--- src/rtl/ff_bank_pkg.sv ---
// Shared types for the ff_bank flip-flop bank: mode and SR-conflict policy encodings.
package ff_bank_pkg;

  typedef enum logic [1:0] {FF_D, FF_T, FF_SR, FF_JK} ff_mode_e;
  typedef enum logic [1:0] {SR_HOLD, SR_SET, SR_RST} sr_policy_e;

  localparam logic [1:0] MODE_D  = 2'b00;
  localparam logic [1:0] MODE_T  = 2'b01;
  localparam logic [1:0] MODE_SR = 2'b10;
  localparam logic [1:0] MODE_JK = 2'b11;

endpackage

--- src/rtl/ff_bank_cell.sv ---
// Single ff_bank channel: D/T/SR/JK next-state logic, state register and SR-conflict detect.
module ff_cell
  import ff_bank_pkg::*;
#(
  parameter logic       RESET_VAL = 1'b0,
  parameter sr_policy_e SR_POLICY = SR_HOLD
) (
  input  logic       clk,
  input  logic       rstn,
  input  logic       en,
  input  logic [1:0] mode,
  input  logic       a,
  input  logic       b,
  output logic       nxt,
  output logic       q,
  output logic       conflict
);

  logic d;

  always_comb begin
    d = q;
    case (ff_mode_e'(mode))
      FF_D:  d = a;
      FF_T:  d = q ^ a;
      FF_SR: begin
        case ({a, b})
          2'b01:   d = 1'b0;
          2'b10:   d = 1'b1;
          2'b11:   d = (SR_POLICY == SR_SET) ? 1'b1 :
                       (SR_POLICY == SR_RST) ? 1'b0 : q;
          default: d = q;
        endcase
      end
      FF_JK: begin
        case ({a, b})
          2'b01:   d = 1'b0;
          2'b10:   d = 1'b1;
          2'b11:   d = ~q;
          default: d = q;
        endcase
      end
      default: d = q;
    endcase
  end

  // Enable is folded here so the parity path sees exactly what gets loaded.
  assign nxt      = en ? d : q;
  assign conflict = (mode == MODE_SR) && a && b;

  always_ff @(posedge clk) begin
    if (!rstn) q <= RESET_VAL;
    else       q <= nxt;
  end

endmodule

--- src/rtl/ff_bank.sv ---
// Bank of WIDTH ff_cell channels with sticky SR-conflict flags and a saturating counter.
// Optional FF_BANK_PARITY_EN adds a registered q_par output tracking ^q.
module ff_bank
  import ff_bank_pkg::*;
#(
  parameter int               WIDTH     = 8,
  parameter logic [WIDTH-1:0] RESET_VAL = '0,
  parameter sr_policy_e       SR_POLICY = SR_HOLD,
  parameter int               CNT_W     = 8
) (
  input  logic             clk,
  input  logic             rstn,
  input  logic             en,
  input  logic [1:0]       mode,
  input  logic [WIDTH-1:0] a,
  input  logic [WIDTH-1:0] b,
  input  logic             clr_err,
  output logic [WIDTH-1:0] q,
  output logic [WIDTH-1:0] q_bar,
`ifdef FF_BANK_PARITY_EN
  output logic             q_par,
`endif
  output logic [WIDTH-1:0] illegal,
  output logic [CNT_W-1:0] illegal_cnt
);

  logic [WIDTH-1:0] nxt;
  logic [WIDTH-1:0] conflict;

  for (genvar i = 0; i < WIDTH; i++) begin : g_cell
    ff_cell #(
      .RESET_VAL (RESET_VAL[i]),
      .SR_POLICY (SR_POLICY)
    ) u_cell (
      .clk      (clk),
      .rstn     (rstn),
      .en       (en),
      .mode     (mode),
      .a        (a[i]),
      .b        (b[i]),
      .nxt      (nxt[i]),
      .q        (q[i]),
      .conflict (conflict[i])
    );
  end

  assign q_bar = ~q;

  // Clear beats a same-edge conflict; the event is dropped, not deferred.
  always_ff @(posedge clk) begin
    if (!rstn) begin
      illegal     <= '0;
      illegal_cnt <= '0;
    end else if (clr_err) begin
      illegal     <= '0;
      illegal_cnt <= '0;
    end else if (en) begin
      illegal <= illegal | conflict;
      if (|conflict && illegal_cnt != {CNT_W{1'b1}})
        illegal_cnt <= illegal_cnt + CNT_W'(1);
    end
  end

`ifdef FF_BANK_PARITY_EN
  always_ff @(posedge clk) begin
    if (!rstn) q_par <= ^RESET_VAL;
    else       q_par <= ^nxt;
  end
`endif

endmodule
--- config.mk ---
export PLATFORM = sky130hd
export DESIGN_NAME = ff_bank
export DESIGN_NICKNAME = d
export VERILOG_FILES = /design/src/rtl/ff_bank_pkg.sv /design/src/rtl/ff_bank_cell.sv /design/src/rtl/ff_bank.sv
export SDC_FILE = /design/constraint.sdc
export NUM_CORES = 1
export LEC_CHECK = 0
export CORE_MARGIN = 2
export CORE_UTILIZATION = 46
export CTS_BUF_LIST = sky130_fd_sc_hd__clkbuf_2 sky130_fd_sc_hd__clkbuf_4 sky130_fd_sc_hd__clkbuf_8
export DETAILED_ROUTE_END_ITERATION = 16
export PLACE_DENSITY = 0.82
export SYNTH_ARGS = -nofsm -noshare
export SYNTH_HDL_FRONTEND = slang
export SYNTH_SLANG_ARGS = --single-unit
--- constraint.sdc ---
create_clock -name clk -period 2.1 [get_ports clk]
set_input_delay 0.63 -clock clk [delete_from_list [all_inputs] [get_ports clk]]
set_output_delay 0.63 -clock clk [all_outputs]
set_load 0.01 [all_outputs]
After elaboration in Yosys (flattened, before gate mapping)
Cells that the tools add are included.
Operators by class
  mux-type cells: 24
  reduce and logical (&&, ||, !) cells: 29
  eq/ne operators: 44
  $add $sub $neg: 1
  bitwise operators: 19
Operators with widths (number)
  2-bit == test (second input constant): 18
  4-bit by 1-bit inequality test with 1-bit output (second input constant): 8
  1-bit case mux with 4 select lines: 8
  1-bit case mux with 3 select lines: 8
  3-bit AND reduction: 8
  3-bit by 1-bit inequality test with 1-bit output (second input constant): 7
  2-bit by 1-bit == test with 1-bit output (second input constant): 9
  1-bit logical AND: 17
  1-bit case mux with 2 select lines: 8
  1-bit NOT: 9
  8-bit by 1-bit adder with 8-bit output (second input constant): 1
  8-bit inequality test (second input constant): 1
  8-bit NOT: 1
  8-bit OR: 1
  8-bit OR reduction: 1
  1-bit XOR: 8
  3-bit inequality test (second input constant): 1
  2-bit zero test: 1
  2-bit AND reduction: 1
  2-bit OR reduction: 1
Storage, ports and cells
  word-level logic and storage cells: 127
  register bits: 24
  input bits: 22

Depth between registers and ports, before layout
  depth in word-level cells: 6
  depth in mapped cells: 8
  gate-level depth less buffers: 7

Modules after synthesis
Synthesis repeated with hierarchy kept, for this count alone.
Unflattened totals
  cells, all modules: 230
  area, all modules: 1933.1 µm²
By module, submodules not included
  ff_cell: area an instance 147.6 µm², cells an instance 18, instances 8
  ff_bank: area an instance 752.0 µm², cells an instance 86, instances 1

Least setup slack after synthesis
No wires, ideal clock.
  kind: input to register
  start point: input mode[0]
  end point: register illegal_cnt[7]
  path slack: 163 ps
  data required time: 2030 ps
  cell stages on the path: 7
  path buffers: 2
  library setup time: 70 ps
  arrival: 1867 ps
  cell sequence: buf_6 and3b_1 buf_6 o21ai_2 o21bai_4 or4_1 a21oi_1
Between the ends
  longest elaborated chain between the ends: 6
Ends and longest elaborated chain
  start, declared: RTL line ff_bank.sv:14  | input logic [1:0] mode,
  2-bit == test *: RTL line ff_bank_cell.sv:49  | assign conflict = (mode == MODE_SR) && a && b;
  1-bit logical AND (2 in a row): RTL line ff_bank_cell.sv:49
  8-bit OR reduction *: RTL line ff_bank.sv:59  | if (|conflict && illegal_cnt != {CNT_W{1'b1}})
  1-bit logical AND *: RTL line ff_bank.sv:59
  2-bit AND reduction (no line) *
  end signal, assigned: RTL line ff_bank.sv:60  | illegal_cnt <= illegal_cnt + CNT_W'(1);
  end, declared: RTL line ff_bank.sv:24  | output logic [CNT_W-1:0] illegal_cnt
Mark *: on every way between the ends. The rest lies on a longest branch, timed or not.
A chain may end at the register's enable or synchronous reset.

Final worst setup path
  start point: register g_cell[2].u_cell.q
  end point: output q_bar[2]
Between the ends
  longest elaborated chain between the ends: 1
Ends and longest elaborated chain
  start, declared: RTL line ff_bank_cell.sv:15  | output logic q,
  start signal, assigned: RTL line ff_bank_cell.sv:53  | else q <= nxt;
  8-bit NOT: RTL line ff_bank.sv:47  | assign q_bar = ~q;
  end, declared: RTL line ff_bank.sv:19  | output logic [WIDTH-1:0] q_bar,
Every way passes these cells.

==> out/results.env <==
YOSYS.AREA.TOP_TYPE_SHARE_PCT=32.7
CTSHOLDBUFFERS=0
SYN_AVG_CELL_AREA_UM2=7.77
REPORT.FINAL.HOLD_VIOL_COUNT=0
DOMINANTREGCELLSYNTH='sky130_fd_sc_hd__dfxtp_1'
MAX-SLEW-MARGIN-REL_PCT=77.0
VIA_PER_INST=5.38
PINS_OVER_THEIR_SLEW_LIMIT=0
GRT_FIRST_PASS_WIRELENGTH_MM=6.02
CP_DATA_ARRIVAL_TIME_NS=1.35
SYNTH-ASYNC-RESET-RATIO_PCT=0
FIN_TOTAL_PWR_mW=0.993
SYNTH_CELL_TYPES=37
SYNTHESIS.AREA_UM2=1470
WL_PER_CELL_UM=12.6
CLK_PIN_SLEW_WORST_PATHS_NS=0.13
ANTENNA_CELLS_INSERTED=0
PEAKVDDDROP_uV=290
POWER.DENSITY_CELL_AREA_nW_PER_UM2=459
HOLD_PATH.CLASS='reg2reg'
WORST_CLOCK_SKEW_NS=0.00780
WORST_PIN_SLEW_NS=0.344
CTS_INSERTED_BUFFERS=3
REG2REG_DEPTH=6
CELLLEAKAGEPOWER_nW=0.836
PLACE_HPWL_MM=2.77
IO_PINS=54
TIMING.SETUP.TNS_NS=0
FP.DIEH_UM=60.5
NUMBER_OF_INSTANCES_IN_THE_SYNTHESIZED_NETLIST=189
NETLIST_TOP_CELLS_COUNT='sky130_fd_sc_hd__dfxtp_1 (24), sky130_fd_sc_hd__nand2_1 (19), sky130_fd_sc_hd__inv_1 (18), sky130_fd_sc_hd__o21ai_0 (14), sky130_fd_sc_hd__nor2_1 (13)'
ENDPOINT_KIND='output pin'
YOSYS.CELL_COUNT.TOP_TYPE='sky130_fd_sc_hd__dfxtp_1'
NUMBER_OF_GLOBAL_ROUTE_VIAS_BEFORE_REPAIR=1389
TIMING.HOLD.WORST.START='illegal[1]'
SYNTH.YOSYS.SEQ_AREA_SHARE_PCT=32.7
NETS=280
PRECTSSETUPSLACK_NS=-0.216
NUMPLACEDINSTANCES=293
DRV_CAP=0
DRC_ERRORS=0
ANTENNA_FOUND_INITIAL=0
START_UTIL_PCT=48.1
POST_SYNTH_MAIN_AREA_CONTRIBUTORS='sky130_fd_sc_hd__dfxtp_1 (33%), sky130_fd_sc_hd__nand2_1 (4.9%), sky130_fd_sc_hd__o21ai_0 (4.8%)'
PORTBUFFERS=53
CORE_UM2=3050
FINAL_WORST_PATH_PERIOD_NEED_NS=1.98
CLOCK.FMAX_GHz=0.505
CLKLATENCYLATEPIN_NS=0.31
SYNTH_FP_NETS=215
FINAL_SETUP_VIOLATION_COUNT=0
TOTAL_ITERATIONS_OF_THE_FIRST_DETAILED_ROUTING_RUN=5
CRIT-REG2REG-LAUNCH='illegal_cnt[0]'
SYNTH_TO_LAYOUT_AREA_GROWTH_PCT=47.3
GRT_USAGE_PCT=21.3
STATUS='finished, final reports clean'
LAYOUT.CELLS.NON_FILLER=296
SYNTH-EDFF-COUNT=0
ANT_NETS=0
AREA_LEADER_NETLIST='sky130_fd_sc_hd__dfxtp_1'
CTS-ROOT-TO-SINK-BUFFERS=2
SYNTH_SEQ_CELLS=24
GRT_MAX_DEGREE=26
CLOCK_SINK_COUNT=24
DIE_AREA_UM2=3660
WIRELENGTH_MM=3.74
CRITPATHKIND='reg2out'
REQUIRED_WORST_ENDPOINT_NS=1.47
GRT_SETUP_UNREPAIRED='false'
VIAS=1591
HOLD_DEPTH=2
STD_CELL_ROWS=20
FINAL_LAYOUT_SIZE_SUFFIX_GT1_SHARE_PCT=11.9
CP-START-KIND='flop'
DRT_FIRST_ITER_VIOLATIONS=152
TIMING.FINAL.WS_SETUP_NS=0.121
CRIT_PATH_START='g_cell[2].u_cell.q'
CRITICAL_PATH.MAX_FANOUT=5
YOSYS_WARNINGS=0
FINALWEIGHTEDCONGESTION=0.845
FINAL_GLOBAL_ROUTE_OVERFLOW_TOTAL=0
CTS-ROOT-BUF='sky130_fd_sc_hd__clkbuf_4'
FLOORPLAN.DIE.WIDTH_UM=60.5
FINISH.UTILIZATION_PCT=70.9
CTS.HTREE.LEVELS=1
FINAL.PERIOD_UTILIZATION_PCT=94.3
TRITONCTS='built'
==> layout by cell type, fill, tap and decap left out, types with 6 or more instances in the layout <==
cell type                          n
sky130_fd_sc_hd__clkdlybuf4s50_1  53
sky130_fd_sc_hd__dfxtp_1          24
sky130_fd_sc_hd__o22ai_1           6
sky130_fd_sc_hd__o21ai_0          13
sky130_fd_sc_hd__a31oi_1           8
sky130_fd_sc_hd__nor2_1           13
sky130_fd_sc_hd__o211ai_1          8
sky130_fd_sc_hd__inv_1            18
sky130_fd_sc_hd__buf_4            24
sky130_fd_sc_hd__nand2_1          19
sky130_fd_sc_hd__nor2b_1           7
sky130_fd_sc_hd__a222oi_1          6
sky130_fd_sc_hd__o21a_1            8
==> worst max-delay path, cell delays in order, from the launching register on <==
cell,delay [ns]
sky130_fd_sc_hd__dfxtp_1,0.38
sky130_fd_sc_hd__inv_1,0.11
sky130_fd_sc_hd__clkdlybuf4s50_1,0.54
==> power breakdown <==
part | switching (mW) | internal (mW)
logic | 0.131 | 0.169
registers | 0.0180 | 0.472
clock network | 0.136 | 0.0671
==> layer usage <==
metal	track usage [%]	share of wire [%]	vias to the layer above	routed length, µm
met4	6.21	0.83	0	31
met5	0	0	-	0
li1	-	-	804	-
met2	37.1	46	48	1700
met3	1.92	5.1	4	189
met1	28.0	48	735	1810
==> cell type report <==
class / instances / area (µm²)
fill: 267 / 890
multi-input combinational: 128 / 803
timing repair buffer: 78 / 731
sequential: 24 / 480
inverter: 19 / 71.3
tap: 44 / 55.1
clock buffer: 3 / 22.5
==> per-stage QoR <==
step / cell area (µm²) / hold slack (ns)
after detailed placement: 2140 / 0.460
final: 2160 / 0.498
after CTS: 2160 / 0.492
after global routing: 2160 / 0.521
after floorplan: 1470 / 0.505
after global placement: 2140 / 0.450
==> timing repair <==
action                                  in CTS  in global routing
endpoints found under the setup margin       0                  1
setup buffers                                0                  0
resized for setup                            0                  1
==> cells by family after synthesis <==
family,share of synthesized area [%]
AOI/OAI and AO/OA,30.8
xor gates and xnor gates,0.596
and+or+nand+nor,18.5
adders and majority gates,3.41
DFF,32.7
buffers and inverters,12.6
muxes,1.36
==> state kept, by name, indices dropped and copies added (netlist names) <==
signal           count
g_cell.u_cell.q      8
illegal              8
illegal_cnt          8
==> path summary, 6_finish.rpt <==
path / slack (ns) / endpoint
worst max register to register: 0.47 / illegal_cnt[7]
worst min-delay path: 0.50 / illegal[1]
worst max-delay path: 0.12 / q_bar[2]
worst min register to register: 0.50 / illegal[1]
(Power assumes the default switching activity.)
